### src/rtl/pipe_hazard_ctrl.sv
// rtl/pipe_hazard_ctrl.sv - ID-stage hazard, stall, squash and forwarding controller
module pipe_hazard_ctrl #(
    parameter int RW       = 5,
    parameter int MUL_LAT  = 3,
    parameter int BR_SLOTS = 1,
    parameter int ZERO_REG = 1
) (
    input  logic          clock,
    input  logic          reset,
    input  logic          id_valid,
    input  logic [RW-1:0] id_rs,
    input  logic [RW-1:0] id_rt,
    input  logic          id_rs_used,
    input  logic          id_rt_used,
    input  logic          id_wreg,
    input  logic [RW-1:0] id_rn,
    input  logic          id_m2reg,
    input  logic          id_mul,
    input  logic          id_branch,
    input  logic          ex_br_taken,
    output logic          stall,
    output logic          ex_hold,
    output logic          squash,
    output logic [1:0]    fwd_a,
    output logic [1:0]    fwd_b,
    output logic          mul_busy
);

    localparam logic [3:0] MUL_RELOAD = 4'(MUL_LAT - 1);
    localparam logic [3:0] SQ_RELOAD  = 4'(BR_SLOTS - 1);

    // Shadow copy of what currently sits in EX and MEM.
    logic          e_v, e_wreg, e_m2reg, e_branch;
    logic [RW-1:0] e_rn;
    logic          m_v, m_wreg, m_m2reg;
    logic [RW-1:0] m_rn;
    logic [3:0]    mul_cnt;
    logic [3:0]    sq_cnt;

    logic br_taken;
    logic a_e, a_m, b_e, b_m;
    logic load_use;
    logic e_load;

    // A source depends on a stage when that stage writes the same register;
    // register 0 is optionally treated as constant and never matches.
    function automatic logic src_match(input logic used, input logic [RW-1:0] src,
                                       input logic v, input logic wreg,
                                       input logic [RW-1:0] rn);
        return used & v & wreg & (rn == src) & ~((ZERO_REG != 0) && (src == '0));
    endfunction

    // Hazard detection, forward selection and EX admission decision.
    always_comb begin
        ex_hold  = (mul_cnt != 4'd0);
        mul_busy = ex_hold;
        br_taken = e_v & e_branch & ex_br_taken & ~ex_hold;
        squash   = br_taken | (sq_cnt != 4'd0);

        a_e = src_match(id_rs_used, id_rs, e_v, e_wreg, e_rn);
        a_m = src_match(id_rs_used, id_rs, m_v, m_wreg, m_rn);
        b_e = src_match(id_rt_used, id_rt, e_v, e_wreg, e_rn);
        b_m = src_match(id_rt_used, id_rt, m_v, m_wreg, m_rn);

        fwd_a = a_e ? 2'b01 : (a_m ? 2'b10 : 2'b00);
        fwd_b = b_e ? 2'b01 : (b_m ? 2'b10 : 2'b00);

        // A squashed instruction is discarded, so its load-use hazard is moot.
        load_use = (a_e | b_e) & e_m2reg;
        stall    = ex_hold | (load_use & ~squash);
        e_load   = id_valid & ~ex_hold & ~squash & ~stall;
    end

    // EX and MEM shadow stages advance unless a multiply holds EX.
    always_ff @(posedge clock) begin
        if (reset) begin
            e_v      <= 1'b0;
            e_wreg   <= 1'b0;
            e_rn     <= '0;
            e_m2reg  <= 1'b0;
            e_branch <= 1'b0;
            m_v      <= 1'b0;
            m_wreg   <= 1'b0;
            m_rn     <= '0;
            m_m2reg  <= 1'b0;
        end else begin
            if (!ex_hold) begin
                m_v     <= e_v;
                m_wreg  <= e_wreg;
                m_rn    <= e_rn;
                m_m2reg <= e_m2reg;
            end else begin
                m_v <= 1'b0;
            end

            if (e_load) begin
                e_v      <= 1'b1;
                e_wreg   <= id_wreg;
                e_rn     <= id_rn;
                e_m2reg  <= id_m2reg;
                e_branch <= id_branch;
            end else if (!ex_hold) begin
                e_v <= 1'b0;
            end
        end
    end

    // Multiply occupancy and branch-squash countdowns.
    always_ff @(posedge clock) begin
        if (reset) begin
            mul_cnt <= 4'd0;
            sq_cnt  <= 4'd0;
        end else begin
            if (e_load && id_mul) begin
                mul_cnt <= MUL_RELOAD;
            end else if (mul_cnt != 4'd0) begin
                mul_cnt <= mul_cnt - 4'd1;
            end

            if (br_taken) begin
                sq_cnt <= SQ_RELOAD;
            end else if (sq_cnt != 4'd0) begin
                sq_cnt <= sq_cnt - 4'd1;
            end
        end
    end

endmodule

### config.mk
export PLATFORM = sky130hd
export DESIGN_NAME = pipe_hazard_ctrl
export DESIGN_NICKNAME = d
export VERILOG_FILES = /design/src/rtl/pipe_hazard_ctrl.sv
export SDC_FILE = /design/constraint.sdc
export NUM_CORES = 1
export LEC_CHECK = 0
export ABC_AREA = 1
export ABC_CLOCK_PERIOD_IN_PS = 2910
export CAP_MARGIN = 0
export CORE_MARGIN = 2
export CORE_UTILIZATION = 55
export CTS_BUF_LIST = sky130_fd_sc_hd__clkbuf_4 sky130_fd_sc_hd__clkbuf_8
export CTS_CLUSTER_DIAMETER = 200
export CTS_CLUSTER_SIZE = 25
export DETAILED_ROUTE_END_ITERATION = 6
export MAX_ROUTING_LAYER = met4
export PLACE_DENSITY = 0.87
export SETUP_SLACK_MARGIN = 0.4
export SYNTH_ARGS = -nofsm -noshare
export SYNTH_HDL_FRONTEND = slang
export SYNTH_SLANG_ARGS = --single-unit
### constraint.sdc
create_clock -name clock -period 2.91 [get_ports clock]
set_input_delay 0.582 -clock clock [delete_from_list [all_inputs] [get_ports clock]]
set_output_delay 0.582 -clock clock [all_outputs]
set_load 0.01 [all_outputs]
==> flow_metrics.env <==
export IMPL_status="finished clean"
export IMPL_slowest_stage="clkdlybuf4s50_1"
export IMPL_leakagePower_uw=0.000941
export IMPL_yosys_register_bits=24
export IMPL_p_sw_share_pct=38.5
export IMPL_combinationalPowerShare_pct=45.1
export IMPL_drt_iter0_drc=57
export IMPL_placementRows=18
export IMPL_power_density_nw_per_um2=706
export IMPL_clockBufferDepth=2
export IMPL_drive_gt1_share_pct=13.5
export IMPL_boundaryPins=33
export IMPL_dp_cells=277
export IMPL_cts_sinks=24
export IMPL_drv_slew=0
export IMPL_drt_first_pass_iters=4
export IMPL_antenna_cells=0
export IMPL_core_um2=2520
export IMPL_post_dp_hpwl_mm=2.26
export IMPL_slew_headroom_pct=66.0
export IMPL_totalWireLength_mm=3.00
export IMPL_layout_common_cells="nand2_1, inv_1, nor2_1"
export IMPL_period_minus_slack_ns=2.39
export IMPL_routabilityCongestion=0.893
export IMPL_grt_overflow_total=0
export IMPL_power_frac_seq_pct=37.0
export IMPL_worst_pin_slew_ns=0.504
export IMPL_path_cells="clkdlybuf4s50_1 > inv_1 > nor2_1 > nand3_1 > nor2_2 > nand2_2 > nand2_4 > nand2_8 > nand2_1 > buf_2"
export IMPL_finish_net_count=279
export IMPL_syn_instance_count=215
export IMPL_stdcell_count=281
export IMPL_synth_adder_area_share_pct=1.68
export IMPL_finalHoldViolCount=0
export IMPL_cts_htree_levels=1
export IMPL_initial_core_util_pct=59.0
export IMPL_hold_path_class="reg2reg"
export IMPL_synth_compound_area_share_pct=6.90
export IMPL_cp_start_kind="primary input"
export IMPL_synth_xor_area_share_pct=10.6
export IMPL_crit_required_ns=2.33
export IMPL_grt_start_max_net_pins=25
export IMPL_utilization_pct=76.5
export IMPL_pwr_share_clk_pct=17.9
export IMPL_grt_pass1_wl_mm=5.04
export IMPL_die_y_um=56.0
export IMPL_rsz0062_at_grt="false"
export IMPL_yosys_area_share_simple_pct=36.1
export IMPL_path_class="in2out"
export IMPL_grt_pass1_vias=1179
export IMPL_worst_ep_arrival_time_ns=1.81
export IMPL_clock_latency_ns=0.33
export IMPL_ir_worst_vdd_v=0.000490
export IMPL_wl_per_cell_um=10.7
export IMPL_period_share_pct=82.1
export IMPL_ys_seq_area_share_pct=32.3
export IMPL_mostFrequentLayoutCell="nand2_1"
export IMPL_max_freq_ghz=0.418
export IMPL_netlist_area_um2=1490
export IMPL_drc=0
export IMPL_synth_top_family_by_area="simple AND/OR/NAND/NOR gates"
export IMPL_antenna_left=0
export IMPL_grt_use_total_pct=20.5
export IMPL_fp_dieArea_um2=3140
export IMPL_post_synth_num_cell_types=29
export IMPL_die_w_um=56.0
export IMPL_maxCapViolCount=0
export IMPL_area_delta_synth_final_pct=29.8
export IMPL_finClkSkew_ns=0.0108
export IMPL_viasPerCell=4.90
export IMPL_cts_tree="yes"
export IMPL_vias=1376
export IMPL_io_buffers=32
export IMPL_setup_viol=0
export IMPL_synth_fp_nets=242
export IMPL_cp_max_fo=2
export IMPL_clock_tree_root_cell="clkbuf_4"
export IMPL_antenna_found_initial=0
export IMPL_endpoint_kind="output port"
export IMPL_p_int_uw=839
export IMPL_syn_avg_cell_area_um2=6.92
export IMPL_numCtsBuffers=3
export IMPL_p_switching_uw=525
export IMPL_max_stage_delay_ns=0.46
export IMPL_yosys_warnings=0
export IMPL_clk_pin_slew_ns=0.14
export IMPL_muxShareOfSynthArea_pct=0
## power groups by stage
| stage | clock network, uW | registers, uW | logic, uW |
|---|---|---|---|
| finish | 244 | 505 | 615 |
| global route | 262 | 518 | 693 |
| CTS | 250 | 504 | 618 |
| detailed placement | 0 | 509 | 619 |
| global placement | 0 | 508 | 610 |
| floorplan | 0 | 493 | 473 |
## flip-flops by register name (all words and copies together) (netlist names)
signal,count
e_branch,1
e_m2reg,1
e_rn,5
e_v,1
e_wreg,1
m_rn,5
m_v,1
m_wreg,1
mul_cnt,4
sq_cnt,4
## per-stage QoR
step           worst slack [ns]  TNS (ns)  instance area (um^2)  total power, uW  hold WS (ns)
3_3_place_gp           -0.00726  -0.00798                  1850             1120         0.444
2_1_floorplan             0.859         0                  1490              966         0.434
4_1_cts                   0.288         0                  1900             1370         0.470
6_report                  0.520         0                  1930             1360         0.466
5_1_grt                   0.417         0                  1930             1470         0.478
3_5_place_dp            -0.0409   -0.0409                  1850             1130         0.451
## per-layer routing
| layer | wire length, um | global-route usage [%] | part of all wire [%] | up-vias |
|---|---|---|---|---|
| met3 | 159 | 2.79 | 5.3 | 7 |
| met5 | 0 | - | 0 | - |
| met1 | 1440 | 28.1 | 48 | 590 |
| li1 | - | - | - | 735 |
| met4 | 78 | 9.86 | 2.6 | 0 |
| met2 | 1320 | 29.6 | 44 | 44 |
## critical path: cells and delay by family
family                 cells  cell delay [ns]
buffers and inverters      3             0.64
AND/OR/NAND/NOR            7             0.59
## Yosys cell counts
cell type | number | area [um^2]
nand3_4 | 1 | 17.5
o22ai_1 | 1 | 6.26
a21oi_1 | 10 | 50.1
nor2_2 | 3 | 18.8
or2_1 | 2 | 12.5
dfxtp_1 | 24 | 480
nor2_4 | 4 | 45.0
nand4_1 | 9 | 56.3
clkbuf_1 | 1 | 3.75
nand2_2 | 2 | 12.5
o21ai_1 | 1 | 5.00
xor2_1 | 2 | 17.5
clkinv_1 | 1 | 3.75
xnor2_1 | 16 | 140
nor3_1 | 6 | 30.0
nand2_8 | 1 | 20.0
nor2_1 | 27 | 101
o21ai_0 | 7 | 35.0
inv_1 | 37 | 139
nand3_1 | 5 | 25.0
ha_1 | 2 | 25.0
buf_4 | 3 | 22.5
or2_2 | 3 | 18.8
nand2_4 | 2 | 22.5
a31oi_1 | 1 | 6.26
nor4_1 | 1 | 6.26
inv_4 | 1 | 6.26
buf_2 | 2 | 10.0
nand2_1 | 40 | 150
## what timing repair did
item	in CTS	in global routing
hold buffers	0	0
resized for setup	15	18
pin swaps	0	3
setup endpoints to repair	6	5
buffers inserted	0	0
## logic make-up after synthesis
kind of cell / after synthesis
simple gates: 106
flops: 24
compound gates: 20
fa+ha+maj: 2
buf+inv: 45
xor+xnor: 18
## final cells by class
| class | instances | area [um^2] |
|---|---|---|
| repair buffers | 38 | 370 |
| fillers | 197 | 592 |
| clock inverters | 1 | 30.0 |
| inverters | 39 | 149 |
| clock buffers | 3 | 22.5 |
| flip-flops and latches | 24 | 480 |
| well taps | 30 | 37.5 |
| multi-input cells | 146 | 841 |
## final timing paths
| kind | slack [ns] | cells past startpoint | from | endpoint |
|---|---|---|---|---|
| worst max-delay path | 0.52 | 10 | id_rs_used | stall |
| worst min-delay path | 0.47 | 2 | mul_cnt[3] | mul_cnt[3] |
| worst max register to register | 1.24 | 12 | sq_cnt[0] | e_rn[0] |
| worst min register to register | 0.47 | 2 | mul_cnt[3] | mul_cnt[3] |
(Power assumes the default switching activity.)
